--- config.mk ---
export PLATFORM = sky130hd
export DESIGN_NAME = port_arbiter
export DESIGN_NICKNAME = d
export VERILOG_FILES = /design/src/rtl/port_arbiter.sv
export SDC_FILE = /design/constraint.sdc
export NUM_CORES = 1
export LEC_CHECK = 0
export CORE_MARGIN = 1
export CORE_UTILIZATION = 41
export DETAILED_ROUTE_END_ITERATION = 8
export GPL_TIMING_DRIVEN = 0
export HOLD_SLACK_MARGIN = 0.15
export PLACE_DENSITY_LB_ADDON = 0.08
export REMOVE_ABC_BUFFERS = 1
export SLEW_MARGIN = 20
export SYNTH_ARGS = -nofsm -noshare
export SYNTH_HDL_FRONTEND = slang
export SYNTH_SLANG_ARGS = --single-unit
--- constraint.sdc ---
create_clock -name clk -period 1.6 [get_ports clk]
set_input_delay 0.32 -clock clk [delete_from_list [all_inputs] [get_ports clk]]
set_output_delay 0.32 -clock clk [all_outputs]
set_load 0.03 [all_outputs]
--- src/rtl/port_arbiter.sv ---
// Resolves ANY/LAST port operands into concrete directions for dir_manager, owns the LAST
// register and holds the core clock enable low until the resolved transfer completes.
module port_arbiter #(
  parameter int unsigned DATA_W = 11
) (
  input  logic       clk,
  input  logic       reset,
  input  logic [2:0] src,
  input  logic [2:0] dst,
  input  logic       op_valid,
  input  logic [3:0] in_valid,
  input  logic [3:0] out_ready,
  input  logic       mgr_clk_en,
  output logic [2:0] mgr_src,
  output logic [2:0] mgr_dst,
  output logic       clk_en_out,
  output logic [2:0] last_dir,
  output logic       busy
);

  localparam logic [2:0] TgtLeft  = 3'd0;
  localparam logic [2:0] TgtRight = 3'd1;
  localparam logic [2:0] TgtUp    = 3'd2;
  localparam logic [2:0] TgtDown  = 3'd3;
  localparam logic [2:0] TgtNil   = 3'd4;
  localparam logic [2:0] TgtAny   = 3'd6;
  localparam logic [2:0] TgtLast  = 3'd7;

  localparam logic [1:0] StIdle = 2'd0;
  localparam logic [1:0] StSrc  = 2'd1;
  localparam logic [1:0] StDst  = 2'd2;
  localparam logic [1:0] StXfer = 2'd3;

  // Data width only travels alongside the bus; nothing here depends on it.
  if (DATA_W == 0) begin : g_data_w_unused
  end

  logic [1:0] state_q, state_d;
  logic       src_lock_vld_q, src_lock_vld_d;
  logic [2:0] src_lock_dir_q, src_lock_dir_d;
  logic       dst_lock_vld_q, dst_lock_vld_d;
  logic [2:0] dst_lock_dir_q, dst_lock_dir_d;
  logic [2:0] last_dir_q, last_dir_d;

  logic       src_ok, dst_ok, active, both_ok, complete;
  logic [2:0] src_res, dst_res;

  // Fixed ANY priority: LEFT > RIGHT > UP > DOWN.
  function automatic logic [2:0] prio_dir(input logic [3:0] req);
    if (req[0])      return TgtLeft;
    else if (req[1]) return TgtRight;
    else if (req[2]) return TgtUp;
    else             return TgtDown;
  endfunction

  always_comb begin
    src_ok  = 1'b1;
    src_res = src;
    if (src_lock_vld_q) begin
      src_res = src_lock_dir_q;
    end else if (src == TgtAny) begin
      src_ok  = |in_valid;
      src_res = src_ok ? prio_dir(in_valid) : TgtNil;
    end else if (src == TgtLast) begin
      src_res = last_dir_q;
    end

    dst_ok  = 1'b1;
    dst_res = dst;
    if (dst_lock_vld_q) begin
      dst_res = dst_lock_dir_q;
    end else if (dst == TgtAny) begin
      dst_ok  = |out_ready;
      dst_res = dst_ok ? prio_dir(out_ready) : TgtNil;
    end else if (dst == TgtLast) begin
      dst_res = last_dir_q;
    end
    // The destination is only considered once the source has resolved.
    dst_ok = dst_ok & src_ok;
  end

  assign active   = reset & (op_valid | (state_q != StIdle));
  assign both_ok  = active & src_ok & dst_ok;
  assign complete = both_ok & mgr_clk_en;

  assign mgr_src    = both_ok ? src_res : TgtNil;
  assign mgr_dst    = both_ok ? dst_res : TgtNil;
  assign clk_en_out = complete;
  assign last_dir   = last_dir_q;
  assign busy       = (state_q != StIdle);

  always_comb begin
    state_d        = state_q;
    src_lock_vld_d = src_lock_vld_q;
    src_lock_dir_d = src_lock_dir_q;
    dst_lock_vld_d = dst_lock_vld_q;
    dst_lock_dir_d = dst_lock_dir_q;
    last_dir_d     = last_dir_q;
    if (active) begin
      if (complete) begin
        state_d        = StIdle;
        src_lock_vld_d = 1'b0;
        dst_lock_vld_d = 1'b0;
        if (dst == TgtAny)      last_dir_d = dst_res;
        else if (src == TgtAny) last_dir_d = src_res;
      end else if (both_ok) begin
        state_d        = StXfer;
        src_lock_vld_d = 1'b1;
        src_lock_dir_d = src_res;
        dst_lock_vld_d = 1'b1;
        dst_lock_dir_d = dst_res;
      end else if (src_ok) begin
        state_d        = StDst;
        src_lock_vld_d = 1'b1;
        src_lock_dir_d = src_res;
      end else begin
        state_d = StSrc;
      end
    end
  end

  always_ff @(posedge clk) begin
    if (!reset) begin
      state_q        <= StIdle;
      src_lock_vld_q <= 1'b0;
      src_lock_dir_q <= TgtNil;
      dst_lock_vld_q <= 1'b0;
      dst_lock_dir_q <= TgtNil;
      last_dir_q     <= TgtNil;
    end else begin
      state_q        <= state_d;
      src_lock_vld_q <= src_lock_vld_d;
      src_lock_dir_q <= src_lock_dir_d;
      dst_lock_vld_q <= dst_lock_vld_d;
      dst_lock_dir_q <= dst_lock_dir_d;
      last_dir_q     <= last_dir_d;
    end
  end

endmodule

======== Word level (Yosys, flattened, before mapping) ========
Cells that the tools add are included.
storage, ports and cells
  bits in registers ....................... 13
  bits of input ports ..................... 18
  word-level logic and storage cells ...... 61
operators by class
  bitwise operators ....................... 7
  mux-type cells .......................... 32
  reduce and logical (&&, ||, !) cells .... 12
  equal/unequal tests ..................... 4
operators by type and width
  operator                               number
  3-bit two-way mux                      14
  2-bit two-way mux                      7
  3-bit == test (second input constant)  4
  1-bit two-way mux                      11
  3-bit AND reduction                    3
  2-bit nonzero test                     4
  4-bit OR reduction                     2
  1-bit bitwise AND                      5
  2-bit AND reduction                    2
  3-bit nonzero test                     1
  1-bit NOT                              1
  1-bit bitwise OR                       1

======== Depth between registers and ports, before layout ========
Gate-level depths: netlist of the first run.
  depth in word-level cells ............... 8
  depth in mapped cells ................... 7

======== Worst setup path before layout of the first run ========
OpenSTA, ideal clock, no wires.
  path kind ............................... reg-to-output
  from .................................... reg dst_lock_vld_q
  to ...................................... out mgr_dst[0]
  stages on the path, launching flop included .. 6
  data required time ...................... 1280 ps
  path slack .............................. -180 ps
  arrival ................................. 1460 ps
  cells stage by stage .................... dfxtp_1 -> buf_6 -> nor2_1 -> o21ai_0 -> o311ai_0 -> nor2b_1
on the way
  word-level cells in the longest chain between the ends .. 4
  elaborated cells between the ends (all ways) .. 5
ends and longest elaborated chain
  what                    line  text
  from (decl)             41    logic dst_lock_vld_q, dst_lock_vld_d;
  from (signal assigned)  134   dst_lock_vld_q <= dst_lock_vld_d;
  1-bit two-way mux       70    if (dst_lock_vld_q) begin
  1-bit bitwise AND       79    dst_ok = dst_ok & src_ok;
  1-bit bitwise AND       83    assign both_ok = active & src_ok & dst_ok;
  3-bit two-way mux (*)   87    assign mgr_dst = both_ok ? dst_res : TgtNil;
  to (decl)               15    output logic [2:0] mgr_dst,
Every way passes the cells marked *; elsewhere a longest branch is shown, timed or not.

======== Worst setup path after layout of the first run ========
  from .................................... in src[1]
  to ...................................... out mgr_src[0]
on the way
  word-level cells in the longest chain between the ends .. 6
  elaborated cells between the ends (all ways) .. 11
ends and longest elaborated chain
  what                                  line    text
  from (decl)                           8       input logic [2:0] src,
  3-bit == test                         61      end else if (src == TgtAny) begin
  1-bit two-way mux                     61
  1-bit two-way mux                     59      if (src_lock_vld_q) begin
  1-bit bitwise AND (on tied branches)  83, 79
  1-bit bitwise AND                     83
  3-bit two-way mux (*)                 86      assign mgr_src = both_ok ? src_res : TgtNil;
  to (decl)                             14      output logic [2:0] mgr_src,
Marks and branches as above.

==> run summary, run 1 <==
outcome: complete, but fails checks
failing checks: negative setup slack
vias in the first global route: 972
Post-CTS Hold Fix Bufs: 0
Initial Utilization: 45.4%
WL per Instance: 15.6 um
peak supply drop: 0.470 mV
DRT Pass-1 Iters: 4
first-pass GRT wire length: 4620 um
Port-buffer cells: 28
most frequent cell after synthesis: nand2_1
Post-synth EDFFs: 0
Rows: 16
Largest stage delay, worst path: 0.34 ns
vias per cell: 5.66
crit path DAT: 1.60 ns
Post-Syn Instances: 107
Final ANT Viol Nets: 0
post-synth top area cell: dfxtp_1
Final Max Tran Viols: 0
Yosys Warn Count: 0
I/O Pins: 29
final setup fails: 15
Yosys top cell area share: 28.4%
Tmin final: 1.92 ns
PwrDens: 605 nW/um2
# DRC: 0
DR iter-0 viols: 35
Seq cells post-synth: 13
worst hold path class: input pin to flop
fraction of layout cells with a size suffix above 1: 45.8%
asr flop ratio synth: 0%
maximum clock frequency: 0.520 GHz
Die X-Extent: 49.3 um
max cap viols: 0
Fill cells: 144
register area share after synthesis: 28.4%
Worst slew margin: 67.3%
Synth top cells by count: 18 x nand2_1, 13 x dfxtp_1, 11 x nor2_1
via count: 1018
Num CTS Buffers: 3
gpl congestion: 0.768
mux contribution to synthesized area: 4.37%
Fin Clk Skew: 0.00851 ns
post-DP HPWL: 1760 um
GR Overflow Total: 0
Post-Synth XOR/XNOR Area: 0%
worst-path maximum fanout: 5
CP cell instances: dlygate4sd2_1 > nand2_2 > a211oi_2 > o22ai_2 > o21a_1 > nor2_2 > buf_6
Synth area leaders: dfxtp_1 28%, nand2_1 7.4%, nor2b_1 5.5%, nor4_4 4.6%, nor2_1 4.5%
htree depth: 1
Final Total Pwr: 0.895 mW
largest family of logic cells by synthesized area: simple AND/OR/NAND/NOR gates
# clock sinks: 13
Clock Path Buffers: 2
final cell count without fillers: 180
Worst-Skew Late Latency: 0.28 ns
RSZ-0062 raised after global routing: true
syn avg cell area: 8.57 um2
initial antenna violation count: 0
CP endpoint kind: output port
Routed WL: 2820 um
Final period util: 120%
Die Ht: 49.3 um
area grow syn2layout: 61.3%
Antenna diodes: 0
Worst-path clk slew: 0.09 ns
mapped cell area: 917 um2
GR Util All Layers: 24.9%
placed insts: 159
CP startpoint kind: input pin
largest net degree at the start of global routing: 13
Root Buffer: clkbuf_4
slowest CP cell: dlygate4sd2_1
die area: 2430 um2
final hold vios: 0
final worst slack: -0.325 ns
Synth Flop Type: dfxtp_1
synth unique cells: 40
Crit Path Class: input pin to output port
Core ar.: 2020 um2
Post-Synth Adder-Cell Area: 0%
Compound-Gate Fraction of Synth Area: 29.7%
Simple-Gate Fraction of Synth Area: 32.9%
slew at the pin closest to its max-slew limit: 0.489 ns
Static Leak: 0.622 nW
WP data required: 1.28 ns
CTS tree: done
fin nets: 172
[repair_timing]
item / 4_1_cts / 5_1_grt
pin swaps: 13 / 9
endpoints found under the hold margin: 0 / 0
setup buffers: 16 / 1
gates resized for setup: 105 / 17
setup endpoints to repair: 23 / 20
[where the power goes]
| part | switching, mW | internal [mW] | total, mW | leakage [nW] |
|---|---|---|---|---|
| Clock | 0.115 | 0.0967 | 0.212 | 0.0150 |
| Sequential | 0.0142 | 0.340 | 0.354 | 0.108 |
| Combinational | 0.179 | 0.150 | 0.329 | 0.499 |
[registers in the layout, summed over array words and instances, names as in the netlist]
name	flops
dst_lock_vld_q	1
src_lock_dir_q	3
state_q	2
src_lock_vld_q	1
last_dir	3
dst_lock_dir_q	3
[critical path: cells and delay by family]
family	cells	cell delay, ns
buffers and inverters	2	0.48
and+or+nand+nor	2	0.25
AOI/OAI and AO/OA	3	0.56
[routing by layer]
layer / global-route usage, % / vias up / share of wire (%) / wire [um]
met5: 0 / - / 0 / 0
met2: 39.7 / 43 / 48 / 1360
met3: 4.98 / 2 / 6.8 / 191
li1: - / 486 / - / -
met4: 8.82 / 0 / 0.18 / 5
met1: 32.8 / 487 / 45 / 1260
[logic make-up after synthesis]
logic type / Yosys count
AO/OA/AOI/OAI: 33
flip-flops: 13
multiplexers: 4
buffers and inverters: 6
AND/OR/NAND/NOR: 51
[cells in the final DEF, fill, tap and decap left out, drive strengths merged, types with 3 or more instances in the layout]
cell / instances
o21ai: 4
clkbuf: 8
a21oi: 6
nand2b: 3
buf: 25
nand2: 18
nor2: 11
dlygate4sd2: 13
or2: 3
nor2b: 8
dfxtp: 13
a21boi: 3
mux2i: 4
[path summary, 6_finish.rpt]
| path | to | slack, ns | start | cells past startpoint |
|---|---|---|---|---|
| max reg2reg | src_lock_dir_q[0] | -0.18 | dst_lock_vld_q | 7 |
| min | last_dir[2] | 0.34 | reset | 2 |
| max | mgr_src[0] | -0.32 | src[1] | 7 |
| min reg2reg | src_lock_dir_q[2] | 0.49 | src_lock_dir_q[2] | 2 |
[per-stage QoR]
step                      cell area, um2  utilization (%)  hold WS (ns)  worst slack, ns  TNS [ns]
after floorplan                      891                -         0.385           -0.259     -1.38
after global placement              1200             59.6         0.454            -1.53    -16.24
after detailed placement            1200             59.6         0.475            -1.53    -16.35
after CTS                           1450             71.8         0.332           -0.332     -2.83
after global routing                1480             73.1         0.340           -0.398     -3.99
final                               1480             73.1         0.336           -0.325     -2.77
[cell type report]
class                   instances  area [um2]  area share (%)
multi-input cells              88         748            50.6
clock buffers                   4        26.3            1.78
inverters                       3        16.3            1.10
well taps                      27        33.8            2.28
repair buffers                 45         387            26.1
flip-flops and latches         13         268            18.1
(Power assumes the default switching activity.)
==> run 2, diff against run 1 <==
- CTS_CLUSTER_SIZE: not set -> 30
- GPL_TIMING_DRIVEN: 0 -> not set
==> run summary, run 2 (synthesized netlist as in run 1, its figures left out) <==
most frequent cells in the layout: 35 x buf_4, 14 x nand2_1, 12 x dlygate4sd2_1, 12 x buf_6, 10 x dfxtp_1
Fin Clk Skew: 0.00620 ns
WL met3: 222 um
area grow syn2layout: 82.5%
Static Leak: 0.737 nW
Initial Utilization: 45.4%
Routed WL: 3550 um
Worst-path clk slew: 0.08 ns
PwrDens: 580 nW/um2
Die X-Extent: 49.3 um
WL per Instance: 17.4 um
peak supply drop: 0.466 mV
# clock sinks: 13
Tmin final: 1.94 ns
htree depth: 1
maximum clock frequency: 0.515 GHz
Final Max Tran Viols: 0
vias in the first global route: 1044
CP endpoint kind: output port
Final ANT Viol Nets: 0
first-pass GRT wire length: 4840 um
worst-path maximum fanout: 5
Post-CTS Hold Fix Bufs: 0
hold path cells: 2
fin nets: 196
hold slack: 0.479 ns
final worst slack: -0.343 ns
Placement Setup Slack: -0.577 ns
Core ar.: 2020 um2
final setup fails: 7
largest net degree at the start of global routing: 12
failing checks: negative setup slack
top sig layer: met4
FF-to-FF Start: dst_lock_vld_q
GR Util All Layers: 26.0%
DRT Pass-1 Iters: 4
die area: 2430 um2
RSZ-0062 raised after global routing: true
gpl congestion: 0.837
I/O Pins: 29
Fill cells: 129
outcome: complete, but fails checks
vias per cell: 5.64
met1 WL: 1480 um
Final period util: 121%
DR iter-0 viols: 38
flop2flop setup slack: 0.02 ns
post-DP HPWL: 2040 um
Rows: 16
CP startpoint kind: input pin
# DRC: 0
initial antenna violation count: 0
crit path DAT: 1.62 ns
Critical R2R Capture: last_dir[2]
via count: 1150
hold endpoint: src_lock_dir_q[0]
Num CTS Buffers: 3
Worst slew margin: 73.4%
CTS tree: done
final hold vios: 0
Port-buffer cells: 28
Final Total Pwr: 0.970 mW
worst hold path class: flop to flop
Worst-Skew Late Latency: 0.28 ns
Clock Path Buffers: 2
slew at the pin closest to its max-slew limit: 0.398 ns
Crit Path Class: input pin to output port
fraction of layout cells with a size suffix above 1: 56.5%
Antenna diodes: 0
WL met2: 1790 um
GR Overflow Total: 0
WP data required: 1.28 ns
R2R depth: 8
setup TNS: -2.07 ns
Root Buffer: clkbuf_4
most common cell after layout, fill and taps aside: buf_4
max cap viols: 0
Min-Delay Startpoint: src_lock_dir_q[0]
Die Ht: 49.3 um
-- run 2: cell types whose count changed in the layout (fill, tap and decap cells not counted), moves of 2 or more --
cell      before  now
buf_4         14   35
nor2_4         2    5
clkbuf_2       4    7
dfxtp_4        2    0
dfxtp_2        0    3
buf_6         10   12
nor2_1         6    4
-- run 2: area by class of cell --
class | count | area [um2] | share of cell area [%]
inverters | 3 | 16.3 | 0.972
well taps | 27 | 33.8 | 2.02
clock buffers | 4 | 26.3 | 1.57
multi-input cells | 88 | 761 | 45.4
repair buffers | 69 | 573 | 34.2
flip-flops and latches | 13 | 264 | 15.8
-- run 2: power by group --
part | internal, mW | switching, mW
Clock | 0.0968 | 0.121
Sequential | 0.342 | 0.0150
Combinational | 0.193 | 0.202
-- run 2: worst max path at each step --
stage / startpoint / to / slack, ns / cells past startpoint
floorplan: src_lock_vld_q / mgr_dst[0] / -0.26 / 4
global placement: src[0] / mgr_src[2] / -0.49 / 7
detailed placement: in_valid[3] / mgr_src[1] / -0.58 / 6
CTS: src_lock_vld_q / mgr_src[2] / -0.32 / 6
global route: dst_lock_vld_q / mgr_dst[2] / -0.44 / 7
finish: src[2] / mgr_src[2] / -0.34 / 7
-- run 2: what timing repair did --
action                                  in CTS  in global routing
endpoints found under the setup margin      20                 16
buffers inserted                            10                  9
gates cloned                                 0                  0
resized for setup                           56                 34
pin swaps                                   15                 18
-- run 2: worst max-delay path: stages --
cell	delay, ns
dlygate4sd2_1	0.27
buf_6	0.14
a41oi_2	0.26
nand2_2	0.11
buf_4	0.15
or2_4	0.22
buf_6	0.14
-- run 2: stage by stage --
stage | instances | cell area (um2) | util [%]
after floorplan | 104 | 891 | -
after global placement | 184 | 1380 | 68.0
after detailed placement | 184 | 1380 | 68.0
after CTS | 196 | 1560 | 77.3
after global routing | 204 | 1670 | 82.8
final | 204 | 1670 | 82.8
-- run 2: per-layer routing --
layer | vias up | track usage (%)
met1 | 548 | 34.5
met5 | - | 0
met2 | 59 | 43.8
met4 | 0 | 6.37
met3 | 7 | 3.43
li1 | 536 | -
==> run 3, diff against run 2 <==
- CTS_BUF_LIST: not set -> sky130_fd_sc_hd__clkbuf_8 sky130_fd_sc_hd__clkbuf_16
==> run summary, run 3 (synthesized netlist as in run 1, its figures left out) <==
outcome: complete, but fails checks
failing checks: negative setup slack
fraction of layout cells with a size suffix above 1: 61.0%
Min-Delay Startpoint: src_lock_dir_q[2]
Final Total Pwr: 1.08 mW
Multi-input gate area: 800 um2
GR Overflow Total: 0
Core ar.: 2020 um2
post-DP HPWL: 2040 um
Num CTS Buffers: 3
Initial Utilization: 45.4%
Power Internal: 0.712 mW
area grow syn2layout: 88.5%
DR iter-0 viols: 42
PwrDens: 622 nW/um2
CP startpoint kind: flop
gpl congestion: 0.837
peak supply drop: 0.492 mV
WL per Instance: 17.4 um
final hold vios: 0
via count: 1134
worst-path maximum fanout: 3
die area: 2430 um2
# clock sinks: 13
Clock Path Buffers: 2
Root Buffer: clkbuf_8
final setup fails: 8
Post-CTS Hold Fix Bufs: 0
Port-buffer cells: 28
Antenna diodes: 0
CP cell instances: nor4_4 > buf_4 > nand4_1 > o21ai_2 > or2_4 > buf_6
DRT Pass-1 Iters: 4
worst hold path class: flop to flop
first-pass GRT wire length: 5180 um
CP endpoint kind: output port
most frequent cells in the layout: 35 x buf_4, 14 x nand2_1, 14 x buf_6
Routed WL: 3550 um
crit path DAT: 1.56 ns
Largest stage delay, worst path: 0.34 ns
vias in the first global route: 1094
htree depth: 1
Die X-Extent: 49.3 um
most common cell after layout, fill and taps aside: buf_4
GR Util All Layers: 27.6%
Final ANT Viol Nets: 0
GR Util met1: 35.9%
met2 Usage GRT: 45.2%
initial antenna violation count: 0
# DRC: 0
sequential group share of total power: 33.5%
max cap viols: 0
Critical Path Start: src_lock_vld_q
Tmin final: 1.88 ns
Net Switching: 0.363 mW
Static Leak: 0.767 nW
CTS tree: done
Rows: 16
Placement Cell Area: 1380 um2
largest net degree at the start of global routing: 12
setup TNS: -1.45 ns
Final period util: 117%
I/O Pins: 29
Worst slew margin: 74.7%
Logic pwr share: 37.7%
vias per cell: 5.56
fin nets: 196
slew at the pin closest to its max-slew limit: 0.379 ns
Crit Path Class: flop to output port
RSZ-0062 raised after global routing: true
Switching Fraction: 33.8%
Final Max Tran Viols: 0
Fin Clk Skew: 0.00740 ns
GRT busiest layer: met2
final worst slack: -0.276 ns
FF-to-FF Start: src_lock_vld_q
maximum clock frequency: 0.533 GHz
Die Ht: 49.3 um
Fill cells: 111
Design Area, Final: 1730 um2
Worst-Skew Late Latency: 0.25 ns
Register Area: 265 um2
Clock Power Share: 28.8%
slowest CP cell: dfxtp_2
met3 GRT Util: 4.05%
WP data required: 1.28 ns
Worst-path clk slew: 0.06 ns
## run 3: cell types whose count changed in the layout (fill, tap and decap cells not counted), sizes merged
cell and delta:
clkdlybuf4s15 -1, inv +1, buf +2, clkbuf +1, dlygate4sd2 -3
## run 3: critical path, delay by kind of cell, from the launching register on
family | cells | cell delay [ns]
AND/OR/NAND/NOR | 3 | 0.55
AO/OA/AOI/OAI | 1 | 0.12
flip-flops | 1 | 0.34
buffers and inverters | 2 | 0.30
## run 3: metal layers
layer	up-vias	part of all wire [%]	wire length, um
met2	55	48	1700
met1	534	43	1540
li1	535	-	-
met5	-	0	0
met4	0	2.8	99
met3	10	5.9	210
## run 3: power by group through the flow
stage | Clock [mW] | Combinational [mW] | Sequential, mW
6_report | 0.309 | 0.406 | 0.360
5_1_grt | 0.326 | 0.429 | 0.361
4_1_cts | 0.302 | 0.346 | 0.356
3_5_place_dp | 0 | 0.300 | 0.361
3_3_place_gp | 0 | 0.296 | 0.361
2_1_floorplan | 0 | 0.130 | 0.366
## run 3: final timing paths
path / end / slack, ns / cells past startpoint
worst max-delay path: mgr_src[2] / -0.28 / 6
worst min-delay path: src_lock_dir_q[2] / 0.48 / 2
worst min register to register: src_lock_dir_q[2] / 0.48 / 2
worst max register to register: dst_lock_dir_q[2] / 0 / 7
## run 3: cell type report
class / instances / area share [%]
Multi-Input combinational cell: 88 / 46.2
Timing Repair Buffer: 69 / 32.9
Clock inverter: 1 / 0.217
Clock buffer: 3 / 2.39
Sequential cell: 13 / 15.3
Inverter: 3 / 0.941
Tap cell: 27 / 1.95
## run 3: repair_timing
action,CTS,global route
setup buffers,14,7
pin swaps,14,18
gates resized for setup,59,52
setup endpoints to repair,22,16
## run 3: metrics by stage
| step | utilization, % | setup slack (ns) | hold slack, ns | instances |
|---|---|---|---|---|
| final | 85.5 | -0.276 | 0.477 | 204 |
| after global placement | 68.0 | -0.492 | 0.457 | 184 |
| after detailed placement | 68.0 | -0.577 | 0.469 | 184 |
| after CTS | 80.5 | -0.275 | 0.477 | 201 |
| after floorplan | - | -0.259 | 0.385 | 104 |
| after global routing | 85.5 | -0.317 | 0.490 | 204 |
